===== config.mk =====
export PLATFORM = sky130hd
export DESIGN_NAME = port_arbiter
export DESIGN_NICKNAME = d
export VERILOG_FILES = /design/src/rtl/port_arbiter.sv
export SDC_FILE = /design/constraint.sdc
export NUM_CORES = 1
export LEC_CHECK = 0
export ABC_AREA = 1
export ABC_CLOCK_PERIOD_IN_PS = 2300
export BUFFER_PORTS_ARGS = -buffer_cell sky130_fd_sc_hd__buf_4
export CAP_MARGIN = 20
export CORE_MARGIN = 2
export CORE_UTILIZATION = 48
export DETAILED_ROUTE_END_ITERATION = 10
export GPL_TIMING_DRIVEN = 0
export HOLD_SLACK_MARGIN = 0.12
export PLACE_DENSITY = 0.88
export RECOVER_POWER = 100
export SYNTH_ARGS = -nofsm -noshare
export SYNTH_HDL_FRONTEND = slang
export SYNTH_SLANG_ARGS = --single-unit

===== constraint.sdc =====
create_clock -name clock -period 2.3 [get_ports clock]
set_clock_uncertainty 0.2 [all_clocks]
set_input_delay 0.46 -clock clock [delete_from_list [all_inputs] [get_ports clock]]
set_output_delay 0.46 -clock clock [all_outputs]
set_load 0.02 [all_outputs]

===== src/rtl/port_arbiter.sv =====
// port_arbiter
//
// Two-requester round-robin arbiter and sequencer for the shared 8-bit I/O
// port bus. One request is granted at a time. Each transaction gets a single
// port_clk strobe, an optional run of wait states and a capture cycle, and
// ends with a single-cycle ack to the requester that was granted.
//
// Parameters
//   WAIT_STATES  extra cycles between the strobe and the capture cycle (0..15)
//
// Ports
//   clock                 host clock
//   reset                 asynchronous, active-high reset
//   r0_req / r1_req       request, held with stable fields until the matching ack
//   r0_addr / r1_addr     16-bit port address
//   r0_wdata / r1_wdata   write byte
//   r0_we / r1_we         1 = write, 0 = read
//   r0_ack / r1_ack       one-cycle completion pulse
//   r0_rdata / r1_rdata   read result, held until the next read by that requester
//   port_clk              one-cycle transaction strobe to the device bus
//   port                  bus address
//   port_o                bus write data
//   port_w                bus write enable
//   port_i                bus read data
//   busy                  high in every state except IDLE
//   grant                 index of the current or last granted requester
//
// State table
//   state      | meaning
//   S_IDLE     | arbitrate; on a grant, latch the bus fields and raise port_clk
//   S_ISSUE    | port_clk high on the bus this cycle; load the wait counter
//   S_WAIT     | count down the wait states
//   S_CAPTURE  | sample port_i for reads, raise the ack of the granted requester

module port_arbiter #(
    parameter int WAIT_STATES = 0
) (
    input  logic        clock,
    input  logic        reset,

    input  logic        r0_req,
    input  logic [15:0] r0_addr,
    input  logic [7:0]  r0_wdata,
    input  logic        r0_we,
    output logic        r0_ack,
    output logic [7:0]  r0_rdata,

    input  logic        r1_req,
    input  logic [15:0] r1_addr,
    input  logic [7:0]  r1_wdata,
    input  logic        r1_we,
    output logic        r1_ack,
    output logic [7:0]  r1_rdata,

    output logic        port_clk,
    output logic [15:0] port,
    output logic [7:0]  port_o,
    output logic        port_w,
    input  logic [7:0]  port_i,

    output logic        busy,
    output logic        grant
);

    if (WAIT_STATES < 0 || WAIT_STATES > 15) begin : g_bad_wait
        $error("port_arbiter: WAIT_STATES must be in 0..15");
    end

    typedef enum logic [1:0] {
        S_IDLE    = 2'd0,
        S_ISSUE   = 2'd1,
        S_WAIT    = 2'd2,
        S_CAPTURE = 2'd3
    } state_t;

    // The counter is loaded with W-1 so that the terminal compare against 0
    // falls on the W-th wait cycle.
    localparam logic [3:0] WAIT_LOAD = (WAIT_STATES > 0) ? 4'(WAIT_STATES - 1) : 4'd0;
    localparam logic       SKIP_WAIT = (WAIT_STATES == 0);

    state_t      state;
    logic [3:0]  wait_cnt;
    logic        last_grant;

    logic        elig0;
    logic        elig1;
    logic        any_elig;
    logic        pick;
    logic [15:0] sel_addr;
    logic [7:0]  sel_wdata;
    logic        sel_we;

    // A requester whose ack is visible this cycle is still holding req from
    // the transaction that just finished; masking it stops a double grant.
    always_comb begin
        elig0    = r0_req & ~r0_ack;
        elig1    = r1_req & ~r1_ack;
        any_elig = elig0 | elig1;
        if (elig0 && elig1) begin
            pick = ~last_grant;
        end else begin
            pick = elig1;
        end
    end

    always_comb begin
        sel_addr  = r0_addr;
        sel_wdata = r0_wdata;
        sel_we    = r0_we;
        if (pick) begin
            sel_addr  = r1_addr;
            sel_wdata = r1_wdata;
            sel_we    = r1_we;
        end
    end

    always_ff @(posedge clock or posedge reset) begin
        if (reset) begin
            state      <= S_IDLE;
            wait_cnt   <= 4'd0;
            last_grant <= 1'b1;
            grant      <= 1'b0;
            port       <= 16'd0;
            port_o     <= 8'd0;
            port_w     <= 1'b0;
            port_clk   <= 1'b0;
            busy       <= 1'b0;
            r0_ack     <= 1'b0;
            r1_ack     <= 1'b0;
            r0_rdata   <= 8'd0;
            r1_rdata   <= 8'd0;
        end else begin
            // Strobe and acks are single-cycle pulses.
            port_clk <= 1'b0;
            r0_ack   <= 1'b0;
            r1_ack   <= 1'b0;

            case (state)
                S_IDLE: begin
                    if (any_elig) begin
                        port       <= sel_addr;
                        port_o     <= sel_wdata;
                        port_w     <= sel_we;
                        grant      <= pick;
                        last_grant <= pick;
                        port_clk   <= 1'b1;
                        busy       <= 1'b1;
                        state      <= S_ISSUE;
                    end
                end

                S_ISSUE: begin
                    wait_cnt <= WAIT_LOAD;
                    if (SKIP_WAIT) begin
                        state <= S_CAPTURE;
                    end else begin
                        state <= S_WAIT;
                    end
                end

                S_WAIT: begin
                    if (wait_cnt == 4'd0) begin
                        state <= S_CAPTURE;
                    end else begin
                        wait_cnt <= wait_cnt - 4'd1;
                    end
                end

                S_CAPTURE: begin
                    if (!port_w) begin
                        if (grant) begin
                            r1_rdata <= port_i;
                        end else begin
                            r0_rdata <= port_i;
                        end
                    end
                    if (grant) begin
                        r1_ack <= 1'b1;
                    end else begin
                        r0_ack <= 1'b1;
                    end
                    busy  <= 1'b0;
                    state <= S_IDLE;
                end

                default: begin
                    state <= S_IDLE;
                end
            endcase
        end
    end

endmodule


; ---- Word level (Yosys, flattened, before mapping)
; Index checks and enable logic that the tools add are counted.
[word_totals]
ff_bits = 53
in_bits = 62
word_cells = 56
[op_classes]
n_addsub = 1
n_eq_ne = 6
mux = 17
bitwise = 8
n_reduce_logical = 11
[ops]
columns = op, n
row1 = 16-bit two-way mux, 1
row2 = 1-bit two-way mux, 9
row3 = 8-bit two-way mux, 1
row4 = 2-bit case mux with 4 select lines, 1
row5 = 4-bit case mux with 2 select lines, 1
row6 = 2-bit AND reduction, 4
row7 = 2-bit inequality test (second input constant), 3
row8 = 3-bit AND reduction, 2
row9 = 1-bit inverter, 5
row10 = 2-bit == test (second input constant), 2
row11 = 4-bit zero test, 1
row12 = 2-bit two-way mux, 2
row13 = 4-bit two-way mux, 1
row14 = 2-bit nonzero test, 2
row15 = 4-bit by 1-bit subtractor with 4-bit output (second input constant), 1
row16 = 1-bit bitwise AND, 2
row17 = 2-bit by 1-bit == test with 1-bit output (second input constant), 1
row18 = 2-bit zero test, 1
row19 = 1-bit case mux with 2 select lines, 1
row20 = 1-bit logical AND, 1
row21 = 1-bit bitwise OR, 1

; ---- Logic depth before layout (Yosys ltp)
[depth]
ltp_word = 5
ltp_mapped = 9
mapped_depth_nobuf = 8

; ---- Least setup slack after synthesis
; Ideal clock, no wire load.
[synth_path]
path_kind = flip-flop to flip-flop
startpoint = register state[0]
endpoint = register r1_rdata[0]
setup_time_ns = 0.117
arrival_ns = 1.239
required_ns = 1.983
path_slack_ns = 0.744
path_stages_with_launch = 8
path_buffers = 2
period_less_slack_ns = 1.556
cell_sequence = dfrtp_1 > ha_1 > nand2_1 > or2_1 > buf_6 > buf_12 > nand2_2 > o21ai_2
[synth_via]
elab_chain_cells = 2
[synth_lines]
columns = item, line
row1 = start: declaration, 81  ; state_t state;
row2 = start signal: assignment, 119  ; state <= S_IDLE;
row3 = start signal: assignment, 148  ; state <= S_ISSUE;
row4 = start signal: assignment, 155  ; state <= S_CAPTURE;
row5 = 2-bit == test, 138  ; case (state)
row6 = 3-bit AND reduction (no source line), --
row7 = end signal: assignment, 172  ; r1_rdata <= port_i;
row8 = end: declaration, 53  ; output logic [7:0] r1_rdata,
; No other way between the ends.
; A chain may end at the register's enable or synchronous reset.

; ---- Final worst setup path
[layout_path]
startpoint = register state[0]
endpoint = register port[7]
[layout_via]
elab_chain_cells = 2
[layout_lines]
columns = item, line
row1 = 2-bit zero test, 138
row2 = 2-bit AND reduction (no source line), --
row3 = end signal: assignment, 141  ; port <= sel_addr;
row4 = end: declaration, 56  ; output logic [15:0] port,
; No other way between the ends.

==> impl_table.tex <==
\begin{tabular}{lr}
\hline
Metric & Value \\
\hline
\multicolumn{2}{l}{\textbf{Outcome}} \\
Result of the run & completed \\
\multicolumn{2}{l}{\textbf{Drt}} \\
Total wire length after detailed routing & 6480 µm \\
Pre-Repair DR Iteration Count & 4 \\
DR vias & 2497 \\
Detail-routed net length per standard cell & 12.8 µm \\
Count of antenna-violating nets left after detailed routing & 0 \\
Via/cell ratio & 4.92 \\
Initial drt markers & 135 \\
Residual DRC count & 0 \\
\multicolumn{2}{l}{\textbf{Place}} \\
Placed Cells incl. Taps & 499 \\
Total of buffers placed on input and output ports & 107 \\
Area after DPL & 3500 µm² \\
HPWL Detailed & 4850 µm \\
Routability cong. & 0.821 \\
\multicolumn{2}{l}{\textbf{STA}} \\
Highest clock frequency the design can meet & 531 MHz \\
RSZ-0062 raised after global routing & no \\
Fin. Hold Viols & 0 \\
Setup-violating endpoint count in the final report & 0 \\
Final Max Slew Viols & 0 \\
Worst Tran Pin Value & 0.498 ns \\
Worst slew slack as a fraction of its limit & 66.7\% \\
Final Cycle Share & 81.9\% \\
Post-layout min period & 1.88 ns \\
\multicolumn{2}{l}{\textbf{Worst hold path}} \\
Endpoint, Worst Hold & r1\_rdata[2]\$\_DFFE\_PP0P\_ \\
Hold path depth & 3 \\
Hold Path Class & in -> reg \\
Hold path startpoint & port\_i[2] \\
\multicolumn{2}{l}{\textbf{Critical path}} \\
Delay of the slowest cell on the worst path & 0.45 ns \\
Dominant cell type by count on the critical path & sky130\_fd\_sc\_hd\_\_nand2\_1 \\
Reg-to-reg setup timing slack & 0.42 ns \\
Kind of capture point of the worst setup path & flop \\
Startpoint types & flop \\
Startpoint of the lowest-slack register-to-register path & state[0]\$\_DFFE\_PP0P\_ \\
Biggest fanout along the worst timing path & 10 \\
Worst path slowest cell & sky130\_fd\_sc\_hd\_\_dfrtp\_1 \\
Data required, critical path & 2.30 ns \\
Setup Crit Path Kind & reg -> reg \\
Number of cells traversed by the worst register-to-register path & 7 \\
Critical path cell sequence & inv\_1, ha\_1, nand2\_1, inv\_4, buf\_4, nand3\_1, nand2\_1 \\
Data arrival time of the critical path & 1.88 ns \\
Destination of the worst register-to-register timing path & port[7]\$\_DFFE\_PP0P\_ \\
\multicolumn{2}{l}{\textbf{Yosys}} \\
Synthesized netlist net count & 389 \\
Post-synthesis cell area & 2590 µm² \\
Yosys warning total & 0 \\
Yosys cell types & 21 \\
Mean Syn Cell Area & 8.08 µm² \\
Synthesized instance count & 321 \\
Share of Yosys cell area claimed by the top area cell type & 50.2\% \\
Cell type contributing the most total cell area after synthesis & sky130\_fd\_sc\_hd\_\_dfrtp\_1 \\
Share of the yosys chip area belonging to registers & 51.2\% \\
Cells taking the most area after synthesis & sky130\_fd\_sc\_hd\_\_dfrtp\_1 (50\%), sky130\_fd\_sc\_hd\_\_nand2\_1 (21\%), sky130\_fd\_sc\_hd\_\_nand3\_1 (5.8\%) \\
Total of flip-flops plus latches after synthesis & 53 \\
\multicolumn{2}{l}{\textbf{Clock network}} \\
Clock buffer depth & 2 \\
CTS Root Buffer Type & sky130\_fd\_sc\_hd\_\_clkbuf\_8 \\
Cells resized by post-CTS repair & 0 \\
Clock H-tree levels & 2 \\
Latest clock arrival within the worst-skew pair & 0.30 ns \\
Clock sink count & 53 \\
CTS tree & done \\
Clock buffers created by TritonCTS & 5 \\
CTS clock-pin slew for the worst setup and hold paths & 0.09 ns \\
Number of buffers added for setup after CTS & 0 \\
\multicolumn{2}{l}{\textbf{Pwr}} \\
Cell leakage power & 1.88 nW \\
Pwr dens & 1290 nW/µm² \\
Power after layout & 4.41 mW \\
Highest ir drop seen on vdd & 0.474 mV \\
\multicolumn{2}{l}{\textbf{Cells and area}} \\
Layout net count & 505 \\
Area growth from synthesis to layout & 31.5\% \\
Commonest non-fill, non-tap cell in the layout & sky130\_fd\_sc\_hd\_\_nand2\_1 \\
Most frequent cells in the layout & sky130\_fd\_sc\_hd\_\_nand2\_1 (145), sky130\_fd\_sc\_hd\_\_buf\_4 (64), sky130\_fd\_sc\_hd\_\_dfrtp\_1 (52), sky130\_fd\_sc\_hd\_\_clkbuf\_1 (48), sky130\_fd\_sc\_hd\_\_nand3\_1 (30) \\
Core utilization of the finished layout & 65.9\% \\
Layout cell share with drive strength beyond 1 & 21.0\% \\
Count of non-filler cells in the finished layout & 508 \\
Final std cell area, no fill & 3410 µm² \\
ANT cells & 0 \\
Count of fill cells added during filler insertion & 478 \\
\multicolumn{2}{l}{\textbf{Floorplan}} \\
Vertical die dimension & 77.5 µm \\
Row Count & 26 \\
Starting utilization of the core area & 50.1\% \\
Die W & 77.5 µm \\
Die Area & 6010 µm² \\
Top-level I/O count & 108 \\
Total core area & 5170 µm² \\
\multicolumn{2}{l}{\textbf{Run}} \\
Max cap viols & 0 \\
\multicolumn{2}{l}{\textbf{Global route}} \\
Pin count of the biggest net entering global routing & 43 \\
Wire length of the first global-routing pass & 10600 µm \\
Number of antenna violations at the first check in global routing & 0 \\
Vias in the first global route & 2278 \\
GRT Total Usage & 22.0\% \\
Global route overflow & 0 \\
\hline
\end{tabular}
power breakdown:
part           internal, mW  leakage (nW)  switching (mW)  total (mW)
Sequential             1.39         0.658           0.278        1.67
Combinational         0.711          1.17            1.49        2.20
Clock                 0.244        0.0512           0.299       0.544
Total                  2.34          1.88            2.06        4.41
kinds of logic (layout without fill, tap and decap cells):
family	after synthesis	count (layout)	synth area share (%)
adders and majority gates	6	6	2.89
xor gates and xnor gates	1	1	0.338
DFF	53	53	51.2
buffers and inverters	45	162	8.44
AOI/OAI and AO/OA	23	23	5.60
and+or+nand+nor	193	193	31.5
registers in the layout, indices dropped and copies added, names as in the netlist:
| register | cells |
|---|---|
| busy | 1 |
| grant | 1 |
| last_grant | 1 |
| port | 16 |
| port_clk | 1 |
| port_o | 8 |
| port_w | 1 |
| r0_ack | 1 |
| r0_rdata | 8 |
| r1_ack | 1 |
| r1_rdata | 8 |
| state | 2 |
| wait_cnt | 4 |
critical path: cells and delay by family (launching register included):
family | cells | cell delay, ns
buf+inv | 3 | 0.41
fa+ha+maj | 1 | 0.24
flops | 1 | 0.45
simple gates | 3 | 0.48
worst max path at each step:
stage	slack, ns	startpoint	depth (start not counted)	end
finish	0.42	state[0]$_DFFE_PP0P_	7	port[7]$_DFFE_PP0P_
global route	0.29	state[0]$_DFFE_PP0P_	7	port[7]$_DFFE_PP0P_
CTS	0.56	state[0]$_DFFE_PP0P_	7	port[4]$_DFFE_PP0P_
detailed placement	0.57	r1_req	8	port[4]$_DFFE_PP0P_
global placement	-0.32	reset	2	port[9]$_DFFE_PP0P_
floorplan	0.36	reset	1	busy$_DFFE_PP0P_
synthesized netlist by cell type, drive strengths merged:
cell type	instances
a21oi	1
buf	13
dfrtp	52
dfstp	1
ha	6
inv	32
nand2	146
nand3	31
nand3b	10
nor2	5
o21ai	22
or2	1
xor2	1
per-layer routing:
layer / vias up / track usage [%] / wire length [µm]
met2: 75 / 39.3 / 3260
met1: 1184 / 26.7 / 2810
met5: - / 0 / 0
li1: 1230 / - / -
met3: 8 / 5.35 / 349
met4: 0 / 5.54 / 59
metrics by stage:
step	hold slack [ns]	setup slack, ns	TNS [ns]
after floorplan	0.250	0.355	0
after global placement	0.260	-0.318	-16.45
after detailed placement	0.224	0.567	0
after CTS	0.219	0.563	0
after global routing	0.205	0.285	0
final	0.223	0.416	0
area by class of cell:
| type | instances | area [µm²] | area share (%) |
|---|---|---|---|
| multi-input cells | 223 | 1030 | 30.2 |
| clock buffers | 6 | 82.6 | 2.42 |
| plain buffers | 13 | 87.6 | 2.57 |
| flip-flops and latches | 53 | 1330 | 38.9 |
| repair buffers | 109 | 661 | 19.4 |
| clock inverters | 2 | 13.8 | 0.404 |
| inverters | 32 | 123 | 3.60 |
| well taps | 70 | 87.6 | 2.57 |
timing repair:
action / 4_1_cts / 5_1_grt
hold endpoints to repair: 11 / 0
hold buffers: 1 / 0
setup endpoints to repair: 0 / 0
Note: power is estimated with default switching activity, not from simulation.
